==> config.mk <==
export PLATFORM = sky130hd
export DESIGN_NAME = bullet_engine
export DESIGN_NICKNAME = d
export VERILOG_FILES = /design/src/rtl/bullet_engine.sv
export SDC_FILE = /design/constraint.sdc
export NUM_CORES = 1
export LEC_CHECK = 0
export BUFFER_PORTS_ARGS = -buffer_cell sky130_fd_sc_hd__buf_4
export CORE_MARGIN = 2
export CORE_UTILIZATION = 40
export CTS_BUF_LIST = sky130_fd_sc_hd__clkbuf_8
export CTS_CLUSTER_SIZE = 20
export DETAILED_ROUTE_END_ITERATION = 8
export PLACE_DENSITY_LB_ADDON = 0.25
export SLEW_MARGIN = 20
export SYNTH_ARGS = -nofsm -noshare
export SYNTH_HDL_FRONTEND = slang
export SYNTH_SLANG_ARGS = --single-unit
==> constraint.sdc <==
create_clock -name clk -period 3.4 [get_ports clk]
set_clock_uncertainty 0.1 [all_clocks]
set_input_delay 0.17 -clock clk [delete_from_list [all_inputs] [get_ports clk]]
set_output_delay 0.17 -clock clk [all_outputs]
set_load 0.05 [all_outputs]
==> src/rtl/bullet_engine.sv <==
// Multi-channel bullet generator: each channel runs a ROM pattern, moves once per frame tick,
// handles arena edges (despawn, bounce or wrap) and raises a registered hit flag against the player box.
module bullet_engine #(
    parameter int NUM_CH        = 4,
    parameter int ARENA_W       = 160,
    parameter int ARENA_H       = 120,
    parameter int RESPAWN_TICKS = 4
) (
    input  logic                  clk,
    input  logic                  rst_n,
    input  logic                  isRun,
    input  logic                  frame_tick,
    input  logic [3*NUM_CH-1:0]   index,
    input  logic [15:0]           player_pos,
    input  logic [15:0]           player_size,
    output logic [16*NUM_CH-1:0]  position,
    output logic [16*NUM_CH-1:0]  size,
    output logic [3*NUM_CH-1:0]   color,
    output logic [NUM_CH-1:0]     isRender,
    output logic [NUM_CH-1:0]     hit
);

    localparam int CW = (RESPAWN_TICKS < 2) ? 1 : $clog2(RESPAWN_TICKS + 1);
    localparam logic signed [9:0] AW = 10'(ARENA_W);
    localparam logic signed [9:0] AH = 10'(ARENA_H);

    typedef enum logic [1:0] {IDLE, ACTIVE, COOLDOWN} state_t;
    typedef enum logic [1:0] {M_DESPAWN, M_BOUNCE, M_WRAP} mode_t;

    typedef struct packed {
        logic       valid;
        logic [7:0] x;
        logic [7:0] y;
        logic [3:0] dx;
        logic [3:0] dy;
        logic [7:0] w;
        logic [7:0] h;
        logic [2:0] col;
        mode_t      mode;
    } pat_t;

    function automatic pat_t rom(input logic [2:0] i);
        pat_t p;
        p = '{1'b0, 8'd0, 8'd0, 4'd0, 4'd0, 8'd0, 8'd0, 3'b000, M_DESPAWN};
        case (i)
            3'd1: p = '{1'b1, 8'd0,   8'd60, 4'd2, 4'd0, 8'd8, 8'd8, 3'b000, M_DESPAWN};
            3'd2: p = '{1'b1, 8'd0,   8'd0,  4'd1, 4'd1, 8'd4, 8'd4, 3'b001, M_BOUNCE};
            3'd3: p = '{1'b1, 8'd150, 8'd60, 4'hD, 4'd0, 8'd8, 8'd8, 3'b010, M_WRAP};
            default: ;
        endcase
        return p;
    endfunction

    logic       step;
    logic [7:0] px, py, pw, ph;

    assign step = frame_tick & isRun;
    assign px   = player_pos[15:8];
    assign py   = player_pos[7:0];
    assign pw   = player_size[15:8];
    assign ph   = player_size[7:0];

    for (genvar k = 0; k < NUM_CH; k++) begin : g_ch
        state_t            st;
        mode_t             mode;
        logic [2:0]        idx, idx_q, col;
        logic [7:0]        x, y, w, h, mx, my;
        logic [3:0]        dx, dy, mdx, mdy;
        logic [CW-1:0]     cnt;
        logic              ren, hit_q, gone, overlap, restart, relaunch;
        logic signed [9:0] nx, ny, xmax, ymax;
        pat_t              cur, start, src;

        assign idx      = index[3*k +: 3];
        assign cur      = rom(idx);
        assign start    = rom(idx_q);
        assign restart  = (idx != idx_q) || (st == IDLE && cur.valid);
        assign relaunch = (st == COOLDOWN) && (cnt == '0) && start.valid;
        assign src      = restart ? cur : start;

        assign overlap = ({1'b0, x} < {1'b0, px} + {1'b0, pw}) &&
                         ({1'b0, px} < {1'b0, x} + {1'b0, w}) &&
                         ({1'b0, y} < {1'b0, py} + {1'b0, ph}) &&
                         ({1'b0, py} < {1'b0, y} + {1'b0, h});

        // Candidate next motion in 10-bit signed space so edge crossings are never lost to 8-bit wrap.
        always_comb begin
            nx   = $signed({2'b00, x}) + $signed({{6{dx[3]}}, dx});
            ny   = $signed({2'b00, y}) + $signed({{6{dy[3]}}, dy});
            xmax = AW - $signed({2'b00, w});
            ymax = AH - $signed({2'b00, h});
            mx   = nx[7:0];
            my   = ny[7:0];
            mdx  = dx;
            mdy  = dy;
            gone = 1'b0;
            case (mode)
                M_DESPAWN: gone = (nx < 10'sd0) || (nx > xmax) || (ny < 10'sd0) || (ny > ymax);
                M_BOUNCE: begin
                    if (nx < 10'sd0) begin
                        mx  = 8'd0;
                        mdx = -dx;
                    end else if (nx > xmax) begin
                        mx  = xmax[7:0];
                        mdx = -dx;
                    end
                    if (ny < 10'sd0) begin
                        my  = 8'd0;
                        mdy = -dy;
                    end else if (ny > ymax) begin
                        my  = ymax[7:0];
                        mdy = -dy;
                    end
                end
                M_WRAP: begin
                    if (nx < 10'sd0)    mx = 8'(nx + AW);
                    else if (nx >= AW)  mx = 8'(nx - AW);
                    if (ny < 10'sd0)    my = 8'(ny + AH);
                    else if (ny >= AH)  my = 8'(ny - AH);
                end
                default: ;
            endcase
        end

        // Index changes outrank everything, then cooldown relaunch, then motion and cooldown counting.
        always_ff @(posedge clk or negedge rst_n) begin
            if (!rst_n) begin
                st    <= IDLE;
                mode  <= M_DESPAWN;
                idx_q <= 3'd0;
                x     <= 8'd0;
                y     <= 8'd0;
                w     <= 8'd0;
                h     <= 8'd0;
                dx    <= 4'd0;
                dy    <= 4'd0;
                col   <= 3'd0;
                cnt   <= '0;
                ren   <= 1'b0;
                hit_q <= 1'b0;
            end else begin
                idx_q <= idx;
                hit_q <= ren & overlap;
                if (restart && !cur.valid) begin
                    st  <= IDLE;
                    x   <= 8'd0;
                    y   <= 8'd0;
                    w   <= 8'd0;
                    h   <= 8'd0;
                    dx  <= 4'd0;
                    dy  <= 4'd0;
                    col <= 3'd0;
                    ren <= 1'b0;
                end else if (restart || relaunch) begin
                    st   <= ACTIVE;
                    x    <= src.x;
                    y    <= src.y;
                    w    <= src.w;
                    h    <= src.h;
                    dx   <= src.dx;
                    dy   <= src.dy;
                    col  <= src.col;
                    mode <= src.mode;
                    ren  <= 1'b1;
                end else if (st == ACTIVE && step) begin
                    if (gone) begin
                        st  <= COOLDOWN;
                        ren <= 1'b0;
                        cnt <= CW'(RESPAWN_TICKS);
                    end else begin
                        x  <= mx;
                        y  <= my;
                        dx <= mdx;
                        dy <= mdy;
                    end
                end else if (st == COOLDOWN && step) begin
                    cnt <= cnt - CW'(1);
                end
            end
        end

        assign position[16*k +: 16] = {x, y};
        assign size[16*k +: 16]     = {w, h};
        assign color[3*k +: 3]      = col;
        assign isRender[k]          = ren;
        assign hit[k]               = hit_q;
    end

endmodule

== Word level (Yosys, flattened, before mapping) ==
Index checks and enable logic that the tools add are counted.

* Register bits after elaboration: 220
* Output and inout bits: 148
* Logic and storage cells: 547

* Add/sub/neg operators: 54
* $lt $le $gt $ge: 40
* Eq/ne operators: 52
* Multiplexer cells: 212
* Bitwise gates (word level): 13
* Reductions and logical operators: 124

{| class="wikitable"
|+ Operator list
! cell !! count
|-
| one-hot mux 46 bit (3 select lines) || 8
|-
| 2-to-1 mux 8 bit || 80
|-
| 2-to-1 mux 4 bit || 56
|-
| 2-to-1 mux 45 bit || 4
|-
| less-than comparator 8 x 9 -> 1 bit || 16
|-
| one-hot mux 8 bit (2 select lines) || 8
|-
| adder 8 x 8 -> 9 bit || 10
|-
| adder 9 x 4 -> 10 bit || 8
|-
| greater-than comparator 10 x 9 -> 1 bit || 8
|-
| less-than comparator 10 x 1 -> 1 bit (second input constant) || 8
|-
| adder 8 bit (second input constant) || 8
|-
| subtractor 8 bit (second input constant) || 8
|-
| 2-to-1 mux 3 bit || 20
|-
| equality test 3 x 2 -> 1 bit (second input constant) || 16
|-
| AND reduction 4 bit || 12
|-
| >= comparator 10 x 8 -> 1 bit (second input constant) || 4
|-
| >= comparator 10 x 9 -> 1 bit (second input constant) || 4
|-
| logical AND 1 bit || 36
|-
| nonzero test 3 bit || 12
|-
| subtractor 7 x 8 -> 9 bit (first input constant) || 4
|-
| subtractor 8 x 8 -> 9 bit (first input constant) || 4
|-
| 2-to-1 mux 2 bit || 16
|-
| negator 4 bit || 8
|-
| nonzero test 4 bit || 8
|-
| 16 further kinds || 129
|}

== Longest topological paths before layout ==
Gate-level depths: netlist of run 1.

* Depth in word-level cells: 10
* Mapped depth: 17
* Depth with buffers taken out: 16

== Worst setup path before layout of run 1 ==
OpenSTA, ideal clock, no wires.

* Path type: register to register
* Start point: register g_ch[1].x[0]
* End point: register g_ch[1].y[2]
* Library setup time: 0.139 ns
* Arrival time: 3.726 ns
* Setup slack: -0.565 ns
* Cell stages (with the launch flop): 15
* Cells stage by stage: dfrtp_1 -> ha_1 -> fa_1 -> a21o_1 -> a211oi_1 -> nor2_1 -> ha_1 -> o21a_1 -> o22ai_1 -> a21oi_1 -> o31a_1 -> o41ai_4 -> nand2_2 -> a2111oi_2 -> a221oi_2

* Word-level cells in the longest chain between the ends: 8

{| class="wikitable"
|+ RTL lines
! element !! line !! RTL
|-
| start, declared || 67 || <nowiki>logic [7:0] x, y, w, h, mx, my;</nowiki>
|-
| start signal, assigned || 156 || <nowiki>x <= src.x;</nowiki>
|-
| start signal, assigned || 171 || <nowiki>x <= mx;</nowiki>
|-
| adder 9 x 4 -> 10 bit (*) || 88 || <nowiki>nx = $signed({2'b00, x}) + $signed({{6{dx[3]}}, dx});</nowiki>
|-
| less-than comparator 10 x 1 -> 1 bit or greater-than comparator 10 x 9 -> 1 bit (tied branches) || 98 || <nowiki>M_DESPAWN: gone = (nx < 10'sd0) || (nx > xmax) || (ny < 10'sd0) || (ny > ymax);</nowiki>
|-
| logical OR 1 bit (*) (3 in a row) || 98 ||
|-
| 2-to-1 mux 1 bit (*) || 97 || <nowiki>case (mode)</nowiki>
|-
| != test 3 x 1 -> 1 bit (no source line) (*) || n/a ||
|-
| AND reduction 2 bit (no source line) (*) || n/a ||
|-
| end signal, assigned || 157 || <nowiki>y <= src.y;</nowiki>
|-
| end signal, assigned || 172 || <nowiki>y <= my;</nowiki>
|-
| end, declared || 67 ||
|}

Mark *: on every way between the ends. The rest lies on a longest branch, timed or not.
A chain may end at the register's enable or synchronous reset.

== Final worst setup path of run 1 ==
* Start point: register g_ch[1].x[0]
* End point: register g_ch[1].y[0]

The elaborated chain is that of the path after synthesis.

==> results of run 1 <==
[sequential cells by signal (all words and copies together), names as in the netlist]
signal and cells:
g_ch.x 32, g_ch.y 32, g_ch.dx 16, g_ch.dy 16, g_ch.cnt 12, g_ch.idx_q 12
g_ch.col 8, g_ch.mode 8, g_ch.st 8, g_ch.hit_q 4, g_ch.w 4
[cells by family after synthesis]
family          synth area share [%]
xor+xnor                        5.41
compound gates                  26.5
other cells                   0.0203
simple gates                    16.7
flops                           20.6
buf+inv                         7.47
mux                             1.23
fa+ha+maj                       22.1
[synthesized netlist by cell type, types with 34 or more instances]
| cell | n |
|---|---|
| dfrtp_1 | 152 |
| nor2_1 | 117 |
| a21o_1 | 93 |
| clkbuf_1 | 44 |
| nand2_1 | 121 |
| buf_4 | 74 |
| a21oi_1 | 144 |
| nand3_1 | 69 |
| inv_1 | 154 |
| xnor2_1 | 83 |
| nand2b_1 | 39 |
| o21ai_0 | 92 |
| ha_1 | 297 |
| nor3_1 | 51 |
| a31oi_1 | 34 |
| nor2b_1 | 41 |
[power by group]
| group | internal, µW | switching (µW) |
|---|---|---|
| registers | 1920 | 114 |
| logic | 1680 | 2480 |
| clock network | 683 | 818 |
[path summary, 6_finish.rpt]
kind | start | to | slack, ns | depth (start not counted)
worst max-delay path | g_ch[1].x[0] | g_ch[1].y[0] | -0.33 | 15
max in group asynchronous | rst_n | g_ch[1].x[1] | 2.17 | 3
worst min-delay path | rst_n | g_ch[0].x[6] | 0.05 | 2
worst min register to register | g_ch[0].col[1] | g_ch[0].col[1] | 0.39 | 2
min in group clk | isRun | g_ch[2].st[1] | 0.21 | 5
worst max register to register | g_ch[1].x[0] | g_ch[1].y[0] | -0.33 | 15
[timing repair]
action / in CTS / in global routing
hold endpoints to repair: 113 / 0
endpoints found under the setup margin: 81 / 103
gates cloned: 3 / 1
resized for setup: 73 / 205
buffers inserted: 27 / 31
pin swaps: 53 / 115
hold buffers: 13 / 0
[layout make-up]
type	instances	area (µm²)	area share, %
tap	600	751	3.04
clock buffer	19	262	1.06
clock inverter	13	130	0.526
timing repair buffer	513	4070	16.5
sequential	152	3840	15.5
inverter	154	581	2.35
multi-input combinational	1790	15100	61.0
[stage by stage]
stage | area, µm² | power [µW] | std cells | setup TNS (ns) | hold WS (ns)
floorplan | 19200 | 4470 | 2226 | -5.08 | -0.226
global placement | 22500 | 5620 | 3140 | -3.78 | 0.0523
finish | 24700 | 7700 | 3241 | -11.12 | 0.0477
detailed placement | 22500 | 5710 | 3140 | -9.14 | 0.0550
CTS | 23600 | 7370 | 3214 | -5.81 | 0.0593
global route | 24700 | 8130 | 3241 | -20.34 | 0.0974
[worst reg2reg max path, cell delays in order (launching register included)]
cell	delay, ns
dfrtp_2	0.44
ha_4	0.17
fa_2	0.36
a21o_1	0.21
a211oi_2	0.27
nor2_1	0.09
ha_1	0.31
nand4b_1	0.11
o22ai_2	0.20
nor2_1	0.07
o31a_1	0.32
o41ai_4	0.34
buf_6	0.19
nand2_8	0.09
a211oi_4	0.27
a22o_1	0.16
[metal layers]
metal | share of wire (%) | routed length [µm] | vias up
met5 | 0 | 0 | -
met4 | 3.3 | 2130 | 0
met3 | 5.0 | 3200 | 113
met2 | 48 | 30700 | 563
met1 | 43 | 27700 | 9093
li1 | - | - | 8911
==> qor.yml, run 1 <==
status: "complete, but fails checks"
violations: "setup timing"
die_w_um: 219
grt_pass1_wl_um: 98600
critical_path.slowest_cell: "dfrtp_2"
nets: 2991
num_rows: 78
grt_use_met2_pct: 43.7
ys_seq_area_share_pct: 20.6
grt_pass1_vias: 18300
synthCells: 2175
num_io_pins: 196
setup_viol_count_final: 64
synth.area.top_cells: "dfrtp_1, ha_1, xnor2_1"
dp_slack_ns: -0.305
crit_arrival_ns: 4.09
routedWlPerCell_um: 19.7
hold_path_class: "in2async"
ant_nets: 0
grt.met1_usage_pct: 33.9
p_leak_uw: 0.0118
busiest_layer: "met2"
final_util_pct: 54.4
clkSinkCount: 152
track_usage_pct: 26.0
crit_path_max_fanout: 6
synth_area_um2: 18500
clock.fmax_ghz: 0.268
start_util_pct: 40.6
synth-edff-count: 0
crit_top_cell: "nor2_1"
antenna_cells: 0
critical_path.top_delay_family: "compound AO/OA/AOI/OAI gates"
drc: 0
post-route-period-util_pct: 110
grt_max_degree: 72
maxSlewHeadroom_pct: 25.9
drive_above_1_share_pct: 31.4
synth_seq_cells: 152
start_kind: "register"
powerDensity_nw_per_um2: 312
worst_slew_pin_slew_ns: 1.10
crit_chain: "ha_4 > fa_2 > a21o_1 > a211oi_2 > nor2_1 > ha_1 > nand4b_1 > o22ai_2 > nor2_1 > o31a_1 > o41ai_4 > buf_6 > nand2_8 > a211oi_4 > a22o_1"
clkTransAtPathRegs_ns: 0.10
dpl.hpwl_um: 49000
drt-total-wl_um: 63700
gp_congestion: 0.924
drv_slew: 0
rsz0062_at_grt: "yes"
maxCapViolations: 0
crit_required_ns: 3.76
clock_latency_ns: 0.52
grt-ovfl-total: 0
cts_buffers: 17
slowest_delay_ns: 0.44
coreArea_um2: 45500
fill_cells: 4199
synth_area_per_cell_um2: 8.49
synth_warnings: 0
port-buffer-count: 143
critPathKind: "reg2reg"
end_kind: "register"
layout_common_cells: "buf_4, ha_1, inv_1, dfrtp_1, a21oi_1"
cts_tree: "yes"
finalHoldViolations: 0
async_flop_share_pct: 100
viasPerCell: 5.76
synth_top_flop_cell: "dfrtp_1"
drt_iter0_markers: 1267
setup_ws_ns: -0.331
final_common_cell: "buf_4"
die_height_um: 219
via_count: 18700
root_buffer: "clkbuf_8"
dieArea_um2: 47900
clockBufferDepth: 2
yosysTopAreaCellShare_pct: 20.6
crit_buf_inv: 1
use_met3_pct: 3.41
area_growth_pct: 33.8
drt_pass1_iterations: 7
min_period_ns: 3.73
yosysTopAreaCell: "dfrtp_1"
antenna_found_initial: 0
cts_max_level: 4
ir_worst_vdd_uv: 229
synthDistinctLibCells: 99
Power figures use the tool's default switching activity.
==> run 2: changes to the inputs <==
CORE_UTILIZATION = 48   (was 40)
==> run 2 against run 1 <==
  * The flow still finishes with violations (setup timing)
  * Sequential power barely moved
  * Clock-buffer cell count is the same
  * Register-to-register slack gained 0.09 ns
  * Final cell count fell by 3.7%
  * Critical path depth is 1 lower
  * Flip-flop and latch count stayed put
  * First-iteration DRC count rose by 10%
  * Global-route usage grew 3.3 points
  * Clock power decreased by 15%
  * Sequential share of layout area rose by 0.38 points
  * Critical endpoint is now g_ch[1].x[7]
  * Largest power group unchanged
  * Highest routed layer unchanged
==> qor.yml, run 2 (synthesis results as in run 1) <==
ant_nets: 0
slowest_delay_ns: 0.43
gp_congestion: 0.933
grt_max_degree: 87
crit_path_max_fanout: 6
maxSlewHeadroom_pct: 27.6
drt_pass1_iterations: 5
ir_worst_vdd_uv: 258
maxCapViolations: 0
root_buffer: "clkbuf_8"
post-route-period-util_pct: 107
via_count: 18900
cts_tree: "yes"
viasPerCell: 6.05
drt_iter0_markers: 1400
critical_path.slowest_cell: "dfrtp_2"
clock.fmax_ghz: 0.274
power.switching_uw: 3310
dp_slack_ns: -0.391
crit_required_ns: 3.69
clockBufferDepth: 2
port-buffer-count: 143
die_w_um: 200
cts_max_level: 4
final_area_um2: 24200
dieArea_um2: 40100
drc: 0
fill_cells: 3125
end_kind: "register"
antenna_cells: 0
track_usage_pct: 29.3
intPower_uw: 4100
start_util_pct: 48.9
drv_slew: 0
seq_power_share_pct: 27.5
die_height_um: 200
netSwitchingFraction_pct: 44.7
coreArea_um2: 37800
hold_path_class: "in2async"
regArea_um2: 3850
antenna_found_initial: 0
nets: 2961
p_leak_uw: 0.0117
crit_chain: "ha_4 > fa_2 > a21o_1 > a211oi_2 > nor2_1 > ha_1 > nand4b_1 > o22ai_2 > a21oi_1 > o31a_1 > o41ai_4 > buf_6 > a21oi_4 > a221o_1"
holdWs_ns: 0.179
clkSinkCount: 152
status: "complete, but fails checks"
num_io_pins: 196
cts_buffers: 17
min_period_ns: 3.64
p_clk_share_pct: 17.3
num_rows: 71
setup_viol_count_final: 66
grt-ovfl-total: 0
critical_path.top_delay_family: "compound AO/OA/AOI/OAI gates"
layout_common_cells: "buf_4, ha_1, inv_1, dfrtp_1, a21oi_1"
routedWlPerCell_um: 19.9
violations: "setup timing"
critPathKind: "reg2reg"
dpl.hpwl_um: 47300
area_growth_pct: 30.8
dpl_cell_area_um2: 22200
largestRegisters: "g_ch.x: 32 flops, g_ch.y: 32 flops"
combPwrFrac_pct: 55.2
grt_pass1_wl_um: 95000
drive_above_1_share_pct: 29.9
finalHoldViolations: 0
crit_arrival_ns: 3.93
setup_ws_ns: -0.244
worst_slew_pin_slew_ns: 1.08
clkTransAtPathRegs_ns: 0.10
crit_buf_inv: 1
grt_pass1_vias: 18100
powerDensity_nw_per_um2: 307
start_kind: "register"
clock_latency_ns: 0.51
final_common_cell: "buf_4"
rrSetupSlack_ns: -0.24
rsz0062_at_grt: "yes"
drt-total-wl_um: 62300
multiInputGateArea_um2: 14900
==> run 2: changes by cell type in the layout (fill, tap and decap cells not counted), moves of 4 or more <==
cell and delta:
nand2_4 +7, buf_6 -10, ha_1 -5, nor2_1 +5, inv_1 +6, o21ai_1 -4
buf_4 -22
==> run 2: area by class of cell <==
| type | count | share of cell area, % |
|---|---|---|
| inverters | 154 | 2.39 |
| flip-flops and latches | 152 | 15.9 |
| clock buffers | 19 | 1.08 |
| multi-input cells | 1790 | 61.8 |
| repair buffers | 483 | 15.9 |
| clock inverters | 13 | 0.290 |
| well taps | 511 | 2.65 |
==> run 2: worst paths after layout <==
| check | start | cells after the start | to |
|---|---|---|---|
| max | g_ch[1].x[0] | 14 | g_ch[1].x[7] |
| min | rst_n | 2 | g_ch[2].x[6] |
| max in group asynchronous | rst_n | 3 | g_ch[3].idx_q[0] |
| min in group clk | player_pos[15] | 5 | g_ch[2].hit_q |
| min reg2reg | g_ch[0].col[1] | 2 | g_ch[0].col[1] |
| max reg2reg | g_ch[1].x[0] | 14 | g_ch[1].x[7] |
==> run 2: worst reg2reg max path: stages, from the launching register on <==
cell      delay [ns]
dfrtp_2         0.43
ha_4            0.17
fa_2            0.37
a21o_1          0.18
a211oi_2        0.21
nor2_1          0.08
ha_1            0.31
nand4b_1        0.12
o22ai_2         0.18
a21oi_1         0.09
o31a_1          0.29
o41ai_4         0.38
buf_6           0.18
a21oi_4         0.09
a221o_1         0.35
==> run 2: power by group through the flow <==
stage               clock network, µW  logic, µW  registers [µW]
CTS                              1280       3740            2030
global route                     1350       4410            2050
global placement                    0       3480            2060
floorplan                           0       2210            2260
detailed placement                  0       3580            2070
finish                           1280       4090            2040
==> run 2: metal layers <==
layer / wire [µm] / global-route usage, % / vias up
li1: - / - / 8826
met1: 25800 / 37.9 / 9159
met2: 30100 / 49.3 / 749
met3: 3860 / 3.30 / 162
met4: 2530 / 13.1 / 0
met5: 0 / 0 / -
==> run 2: per-stage QoR <==
| stage | instances | total power (µW) | util, % | setup TNS (ns) |
|---|---|---|---|---|
| 2_1_floorplan | 2226 | 4470 | - | -5.08 |
| 3_5_place_dp | 3021 | 5650 | 58.7 | -10.92 |
| 6_report | 3122 | 7410 | 64.0 | -7.06 |
| 5_1_grt | 3122 | 7820 | 64.0 | -18.76 |
| 3_3_place_gp | 3021 | 5540 | 58.7 | -2.81 |
| 4_1_cts | 3097 | 7060 | 61.2 | -4.16 |
==> run 2: repair_timing <==
action                                  in CTS  in global routing
hold endpoints to repair                   118                  0
pin swaps                                   44                104
hold buffers                                13                  0
setup buffers                               31                 25
gates resized for setup                     58                184
gates cloned                                 2                  2
endpoints found under the setup margin      90                108
